<file path="src/rtl/som_sweep_ctrl.sv">
// som_sweep_ctrl: walks a 4-input sum-of-minterms block through all 16
// input combinations. Each combination settles for SETTLE_CYCLES cycles,
// then F is sampled and compared against a latched expected truth table.
module som_sweep_ctrl #(
  parameter int unsigned SETTLE_CYCLES = 2
) (
  input  logic        clk,
  input  logic        rst_n,
  input  logic        start,
  input  logic        abort,
  input  logic [15:0] expected,
  input  logic        F,
  output logic        A,
  output logic        B,
  output logic        C,
  output logic        D,
  output logic        busy,
  output logic        done,
  output logic        pass,
  output logic [4:0]  err_count,
  output logic        fail_valid,
  output logic [3:0]  fail_idx,
  output logic [15:0] captured
);

  typedef enum logic [1:0] {
    S_IDLE,
    S_SETTLE,
    S_SAMPLE,
    S_DONE
  } state_t;

  localparam logic [3:0] SETTLE_LAST = 4'(SETTLE_CYCLES - 1);

  state_t      state_q, state_d;
  logic [3:0]  idx_q, idx_d;
  logic [3:0]  cnt_q, cnt_d;
  logic [15:0] exp_q, exp_d;
  logic [15:0] cap_q, cap_d;
  logic [4:0]  err_q, err_d;
  logic        fv_q, fv_d;
  logic [3:0]  fidx_q, fidx_d;
  logic        pass_q, pass_d;

  // State register and sweep bookkeeping, synchronous active-low reset
  always_ff @(posedge clk) begin
    if (!rst_n) begin
      state_q <= S_IDLE;
      idx_q   <= '0;
      cnt_q   <= '0;
      exp_q   <= '0;
      cap_q   <= '0;
      err_q   <= '0;
      fv_q    <= 1'b0;
      fidx_q  <= '0;
      pass_q  <= 1'b0;
    end else begin
      state_q <= state_d;
      idx_q   <= idx_d;
      cnt_q   <= cnt_d;
      exp_q   <= exp_d;
      cap_q   <= cap_d;
      err_q   <= err_d;
      fv_q    <= fv_d;
      fidx_q  <= fidx_d;
      pass_q  <= pass_d;
    end
  end

  // Next-state logic: settle countdown, sample/compare, abort handling
  always_comb begin
    state_d = state_q;
    idx_d   = idx_q;
    cnt_d   = cnt_q;
    exp_d   = exp_q;
    cap_d   = cap_q;
    err_d   = err_q;
    fv_d    = fv_q;
    fidx_d  = fidx_q;
    pass_d  = pass_q;
    case (state_q)
      S_IDLE: begin
        if (start) begin
          exp_d   = expected;
          idx_d   = '0;
          cnt_d   = '0;
          cap_d   = '0;
          err_d   = '0;
          fv_d    = 1'b0;
          fidx_d  = '0;
          pass_d  = 1'b0;
          state_d = S_SETTLE;
        end
      end
      S_SETTLE: begin
        if (abort) begin
          state_d = S_IDLE;
        end else begin
          cnt_d = cnt_q + 4'd1;
          if (cnt_q == SETTLE_LAST) begin
            state_d = S_SAMPLE;
          end
        end
      end
      S_SAMPLE: begin
        // An abort here drops the sample: results keep only earlier minterms
        if (abort) begin
          state_d = S_IDLE;
        end else begin
          cap_d[idx_q] = F;
          if (F != exp_q[idx_q]) begin
            err_d = err_q + 5'd1;
            if (!fv_q) begin
              fv_d   = 1'b1;
              fidx_d = idx_q;
            end
          end
          if (idx_q == 4'd15) begin
            state_d = S_DONE;
          end else begin
            idx_d   = idx_q + 4'd1;
            cnt_d   = '0;
            state_d = S_SETTLE;
          end
        end
      end
      S_DONE: begin
        pass_d  = (err_q == 5'd0);
        state_d = S_IDLE;
      end
      default: state_d = S_IDLE;
    endcase
  end

  // Output decode from registered state
  always_comb begin
    busy         = (state_q != S_IDLE);
    done         = (state_q == S_DONE);
    {A, B, C, D} = (state_q == S_IDLE) ? 4'b0000 : idx_q;
  end

  assign pass       = pass_q;
  assign err_count  = err_q;
  assign fail_valid = fv_q;
  assign fail_idx   = fidx_q;
  assign captured   = cap_q;

endmodule

</file>
<file path="config.mk">
export PLATFORM = sky130hd
export DESIGN_NAME = som_sweep_ctrl
export DESIGN_NICKNAME = d
export VERILOG_FILES = /design/src/rtl/som_sweep_ctrl.sv
export SDC_FILE = /design/constraint.sdc
export NUM_CORES = 1
export LEC_CHECK = 0
export ABC_AREA = 1
export CAP_MARGIN = 0
export CORE_ASPECT_RATIO = 2
export CORE_MARGIN = 8
export CORE_UTILIZATION = 51
export DETAILED_ROUTE_END_ITERATION = 10
export PLACE_DENSITY = 0.84
export SETUP_SLACK_MARGIN = 0.15
export SLEW_MARGIN = 5
export SYNTH_ARGS = -nofsm -noshare
export SYNTH_HDL_FRONTEND = slang
export SYNTH_SLANG_ARGS = --single-unit
</file>
<file path="constraint.sdc">
create_clock -name clk -period 2.3 [get_ports clk]
set_clock_uncertainty 0.1 [all_clocks]
set_input_delay 0.345 -clock clk [delete_from_list [all_inputs] [get_ports clk]]
set_output_delay 0.345 -clock clk [all_outputs]
set_load 0.01 [all_outputs]
</file>
==> flow_summary.rst <==
.. list-table::
   :header-rows: 1

   * - Metric
     - Value
   * - Outcome
     - finished, final reports clean
   * - Most common cell in the synthesized netlist
     - sky130_fd_sc_hd__nand2_1
   * - Final Net Count
     - 461
   * - Area growth from synthesis to layout
     - 25.8%
   * - Register-to-Register Path Depth
     - 7
   * - Static leakage
     - 1.29 nW
   * - Relative slew slack
     - 0.756
   * - Initial DRT Pass Iterations
     - 4
   * - Number of distinct standard cells referenced by the synthesized netlist
     - 30
   * - Post-Route Setup TNS
     - 0 ns
   * - First-iteration detailed-routing DRC count
     - 162
   * - Cell area after technology mapping
     - 2630 um^2
   * - Die span in x
     - 66.8 um
   * - Global-route usage over all layers
     - 0.168
   * - WP data arrival
     - 1.58 ns
   * - Sw Share
     - 0.266
   * - Path class of the lowest-slack min-delay path
     - reg -> reg
   * - Clock network fraction of total power
     - 0.315
   * - Crit Path Max Fanout
     - 9
   * - TritonCTS buffer count
     - 5
   * - Power density over cell area
     - 550 nW/um^2
   * - Sequential fraction of design power
     - 0.536
   * - Worst reg2reg startpoint
     - idx_q[1]$_SDFFE_PN0P_
   * - Vias in the first global route
     - 2,487
   * - Worst Tran Pin Value
     - 0.365 ns
   * - Rows
     - 37
   * - Worst setup timing slack at the placement stage
     - 0.245 ns
   * - Cells along the critical path
     - inv_2, nor2_1, clkdlybuf4s50_1
   * - Buffering stage count on the worst path with inverters included
     - 2
   * - Cts-stage hold buffer count
     - 0
   * - Global-route wire length before repair
     - 10,900 um
   * - Number of top-level pins
     - 54
   * - Placed Instances
     - 483
   * - Library cell contributing the largest single delay on the critical path
     - sky130_fd_sc_hd__clkdlybuf4s50_1
   * - Async set-or-reset flop fraction in the synthesized netlist
     - 0
   * - Post-layout min period
     - 2.03 ns
   * - Share of final-layout standard cells stronger than drive strength 1
     - 0.0808
   * - Worst EP required
     - 1.86 ns
   * - Total overflow reported by the global router
     - 0
   * - Synth top area share
     - 0.403
   * - Comb pwr share
     - 0.149
   * - Clock slew seen by the registers of the worst setup and hold paths
     - 0.10 ns
   * - Post-DP HPWL
     - 4590 um
   * - Most instantiated flip-flop cell in the synthesis netlist
     - sky130_fd_sc_hd__dfxtp_1
   * - Met1 wire length
     - 2760 um
   * - VDD IR max
     - 514 uV
   * - Yosys top cell by area
     - sky130_fd_sc_hd__dfxtp_1
   * - CTS sink count
     - 53
   * - Overall routed net length
     - 6390 um
   * - Inserted Diodes
     - 0
   * - Sw Pwr
     - 485 uW
   * - Max-Cap Viols
     - 0
   * - Vertical extent of the die
     - 118 um
   * - Cell class contributing the biggest share of worst-path delay
     - buffers and inverters
   * - Syn Nets
     - 409
   * - Clk Tree Root Cell
     - sky130_fd_sc_hd__clkbuf_8
   * - Ys Warns
     - 0
   * - Number of synthesized register bits
     - 53
   * - Routed vias
     - 2,541
   * - Pin count of the biggest net entering global routing
     - 35
   * - Number of antenna-violating nets in the routed design
     - 0
   * - Number of synthesized flops with an enable pin
     - 0
   * - Total non-filler cell area in the finished layout
     - 3310 um^2
   * - Largest stage delay on the critical path
     - 0.55 ns
   * - Area used by multi-input combinational logic
     - 1320 um^2
   * - Internal power consumption
     - 1.34 mW
   * - Deepest level of the CTS H-tree
     - 2
   * - CTS Buffer Depth
     - 2
   * - Mean instance size in the synthesized netlist
     - 6.93 um^2
   * - Hold violation total from the final report
     - 0
   * - Avg WL per Cell
     - 13.0 um
   * - Worst Hold Margin
     - 0.356 ns
   * - Cell Count, Final, Fillers Out
     - 491
   * - Layout fillers
     - 454
   * - Gate count after technology mapping
     - 380
   * - Initial antenna violation count
     - 0
   * - Dpl cell area
     - 3210 um^2
   * - Synth top cells by count
     - sky130_fd_sc_hd__nand2_1 (83), sky130_fd_sc_hd__dfxtp_1 (53), sky130_fd_sc_hd__nor2_1 (47)
   * - Setup violators final
     - 0
   * - Most area-consuming cells after synthesis
     - sky130_fd_sc_hd__dfxtp_1 (40%), sky130_fd_sc_hd__nand2_1 (12%), sky130_fd_sc_hd__a21oi_1 (8.2%), sky130_fd_sc_hd__o21ai_0 (6.8%), sky130_fd_sc_hd__nor2_1 (6.7%)
   * - CTS tree
     - yes
   * - Buffers added on ports
     - 53
   * - Residual DRC
     - 0
   * - Minimum setup slack among reg-to-reg paths
     - 0.45 ns
   * - Routed vias/inst
     - 5.18
   * - Crit. path cell count
     - 3
   * - Endpoint of the worst setup timing path
     - C
   * - Area inside the core boundary
     - 5050 um^2
   * - Initial Util
     - 0.522
   * - Critical Path End Type
     - output pin
   * - Post-route worst setup slack
     - 0.273 ns
   * - Routed met2 length
     - 3150 um
   * - HP Start
     - exp_q[15]$_SDFFE_PN0P_
   * - Critical setup path kind
     - reg -> out
   * - Total area of sequential cells
     - 1060 um^2
   * - RD Place Congestion
     - 0.899
   * - Kind of launch point of the worst setup path
     - register
   * - R2R Path End
     - cnt_q[1]$_SDFFE_PN0P_
   * - Maximum clock frequency
     - 0.493 GHz
   * - Launch point of the critical path
     - idx_q[1]$_SDFFE_PN0P_
   * - Unrepaired setup endpoints after global routing
     - no
   * - Clock network latency to the later pin of the worst-skew pair
     - 0.30 ns
   * - Highest Signal Layer
     - met4
   * - Die Footprint
     - 7860 um^2
   * - Proportion of synthesized chip area in sequential cells
     - 0.403
   * - Share of the clock period used by the worst path after layout
     - 0.881
   * - Final Slew Violations
     - 0
   * - Metal3 WL
     - 402 um
[layout by cell type (no fill, tap or decap), drive strengths merged]
master         count
nor2              52
clkbuf             7
nand3b             2
nor3b              1
o21ai             36
clkinv             2
xor2               3
nor3               1
or2                1
clkdlybuf4s50     53
a211oi             3
ha                 8
xnor2              1
o41ai              1
nand3             23
inv               46
buf                6
dfxtp             53
o21bai             1
nand2             86
nand4              4
a21oi             43
[routing by layer]
metal  vias up  track usage
met4         0       0.0633
met5         -            0
met1      1141        0.203
met2        73        0.276
li1       1318            -
met3         9       0.0353
[repair_timing]
item / 4_1_cts / 5_1_grt
gates resized for setup: 2 / 1
endpoints found under the setup margin: 2 / 1
gates cloned: 0 / 0
buffers inserted: 0 / 0
[logic make-up (layout without fill, tap and decap cells)]
family / count (synthesis) / after routing / share of synthesized area
flops: 53 / 53 / 0.403
xor+xnor: 4 / 4 / 0.0133
simple gates: 170 / 170 / 0.284
fa+ha+maj: 8 / 8 / 0.0380
buf+inv: 61 / 114 / 0.0960
compound gates: 84 / 84 / 0.166
[worst reg2reg max path, delay by kind of cell, from the launching register on]
kind	cells	cell delay, ns
AND/OR/NAND/NOR	3	0.55
flip-flops	1	0.46
adder cells (fa/ha/maj)	1	0.21
AO/OA/AOI/OAI	1	0.23
buffers and inverters	2	0.22
[how the worst min path moves through the flow]
stage | endpoint | depth (start not counted)
floorplan | exp_q[1]$_SDFFE_PN0P_ | 2
global placement | exp_q[0]$_SDFFE_PN0P_ | 2
detailed placement | exp_q[1]$_SDFFE_PN0P_ | 2
CTS | exp_q[1]$_SDFFE_PN0P_ | 2
global route | exp_q[6]$_SDFFE_PN0P_ | 2
finish | exp_q[15]$_SDFFE_PN0P_ | 2
[registers in the layout, indices dropped and copies added, names as in the netlist]
name        flops
fail_idx        4
exp_q          16
idx_q           4
fail_valid      1
pass            1
err_count       5
state_q         2
captured       16
cnt_q           4
[layout make-up]
class | count | area share
Multi-Input combinational cell | 266 | 0.399
Sequential cell | 53 | 0.321
Timing Repair Buffer | 59 | 0.174
Inverter | 47 | 0.0540
Clock buffer | 7 | 0.0291
Tap cell | 58 | 0.0219
Clock inverter | 1 | 0.00151
[stage by stage]
stage,util,power (mW)
after CTS,0.656,1.84
after global routing,0.657,1.91
after floorplan,-,1.17
after global placement,0.636,1.26
final,0.657,1.82
after detailed placement,0.636,1.27
[power groups by stage]
stage	logic (mW)	clock network (mW)	registers, mW
4_1_cts	0.274	0.586	0.978
5_1_grt	0.308	0.623	0.983
2_1_floorplan	0.178	0	0.993
3_3_place_gp	0.266	0	0.997
3_5_place_dp	0.271	0	0.998
6_report	0.272	0.574	0.978
Power figures use the tool's default switching activity.
==> variant: new RTL, config.mk and constraints unchanged <==
Register the output `err_count` once more, cleared by the reset; this adds one clock of latency there. The other outputs are not delayed to match.
--- a/src/rtl/som_sweep_ctrl.sv
+++ b/src/rtl/som_sweep_ctrl.sv
@@ -141,5 +141,11 @@
 
   assign pass       = pass_q;
-  assign err_count  = err_q;
+  always_ff @(posedge clk) begin
+    if (!rst_n) begin
+      err_count <= '0;
+    end else begin
+      err_count <= err_q;
+    end
+  end
   assign fail_valid = fv_q;
   assign fail_idx   = fidx_q;
Function: changed (a bounded check fails within 10 cycles, from zero or initial values and one cycle with rst_n low).
==> variant against the original RTL <==
Area after synthesis rose by 6.2%; via count is 4.0% higher; core utilization rose by 0.87 points; worst setup slack improved by 0.10 ns; power increased by 20%; critical path depth unchanged; sequential power is 7% higher; hold slack improved by 0.0010 ns; sequential cell count up 5; design area rose by 7.9%; clock power grew 59%; wire length grew 2.5%.
==> variant: results <==
{
  "wl_mm": 6.55,
  "htreeDepth": 3,
  "dp_hpwl_mm": 4.93,
  "status": "complete, no violations",
  "via_count": 2642,
  "grt_pass1_vias": 2535,
  "cts_buffers": 9,
  "rrSetupSlack_ns": 0.41,
  "grt_max_degree": 34,
  "leakagePower_nw": 1.54,
  "critPathMaxFanout": 3,
  "synth_area_leaders": "dfxtp_1, nand2_1, a21oi_1",
  "overflow": 0,
  "grt_usage_pct": 17.0,
  "synth.net_count": 426,
  "arrival_ns": 1.48,
  "synth_fa_ha_area_share_pct": 3.58,
  "nets": 481,
  "yosysWarnings": 0,
  "dpl_worst_slack_ns": 0.196,
  "synth-compound-area-share_pct": 16.0,
  "fill_cells": 459,
  "ir_worst_vdd_v": 0.000536,
  "clk_pin_slew_ns": 0.06,
  "drt_iter0_drc": 153,
  "timing.fmax_mhz": 520,
  "grt_pass1_wl_mm": 11.0,
  "gp_congestion": 0.868,
  "dr.pass1.iters": 5,
  "worst_pin_slew_ns": 0.588,
  "placed_cell_area_mm2": 0.00336,
  "cts_root_buf": "clkbuf_8",
  "synth_xor_area_share_pct": 0.313,
  "yosysSeqAreaShare_pct": 41.5,
  "synth_top_cells_by_count": "nand2_1, dfxtp_1, inv_1",
  "ys_async_sr_fraction_pct": 0
}
variant: cell count changes after synthesis, sizes merged, moves of 2 or more:
cell    unedited run  this run
o21ai             36        43
nand3             23        21
nor2              52        46
nand3b             2         0
inv               46        57
nand2             86        94
nand4              4         6
nor3               1         3
xor2               3         1
a21oi             43        41
dfxtp             53        58
variant: kinds of logic after synthesis:
kind of cell / Yosys count
simple gates: 172
compound gates: 87
buf+inv: 71
flops: 58
fa+ha+maj: 8
xor+xnor: 1
variant: repair_timing:
| action | CTS | global route |
|---|---|---|
| endpoints found under the hold margin | 0 | 0 |
| resized for setup | 4 | 4 |
| setup endpoints to repair | 4 | 4 |
variant: area by class of cell:
| class | count | area (um2) | area share (%) |
|---|---|---|---|
| clock inverter | 1 | 5.00 | 0.140 |
| sequential | 58 | 1170 | 32.6 |
| clock buffer | 15 | 196 | 5.49 |
| multi-input combinational | 268 | 1340 | 37.5 |
| tap | 60 | 75.1 | 2.10 |
| timing repair buffer | 57 | 571 | 16.0 |
| inverter | 58 | 223 | 6.23 |
variant: where the power goes:
part | switching (mW) | total [mW] | internal, mW
clock | 0.379 | 0.915 | 0.537
sequential | 0.0153 | 1.05 | 1.04
combinational | 0.131 | 0.225 | 0.0936
variant: routing by layer:
| metal | GRT usage, % | share of wire [%] | vias up |
|---|---|---|---|
| met5 | 0 | 0 | - |
| met4 | 9.42 | 3.2 | 0 |
| met3 | 4.82 | 5.0 | 15 |
| met2 | 29.1 | 53 | 64 |
| met1 | 17.7 | 39 | 1189 |
| li1 | - | - | 1374 |
variant: path summary, 6_finish.rpt:
check,startpoint,to,cells after the start
max,state_q[0],done,3
min reg2reg,exp_q[6],exp_q[6],2
min,exp_q[6],exp_q[6],2
max reg2reg,state_q[1],captured[9],8
variant: critical path, delay by kind of cell, from the launching register on:
family	cells	cell delay [ns]
AND/OR/NAND/NOR	1	0.11
flip-flops	1	0.41
buffers and inverters	2	0.63
variant: per-stage QoR:
step	hold WS, ns	std cells
2_1_floorplan	0.329	397
3_5_place_dp	0.345	501
4_1_cts	0.359	517
3_3_place_gp	0.341	501
5_1_grt	0.377	517
6_report	0.357	517
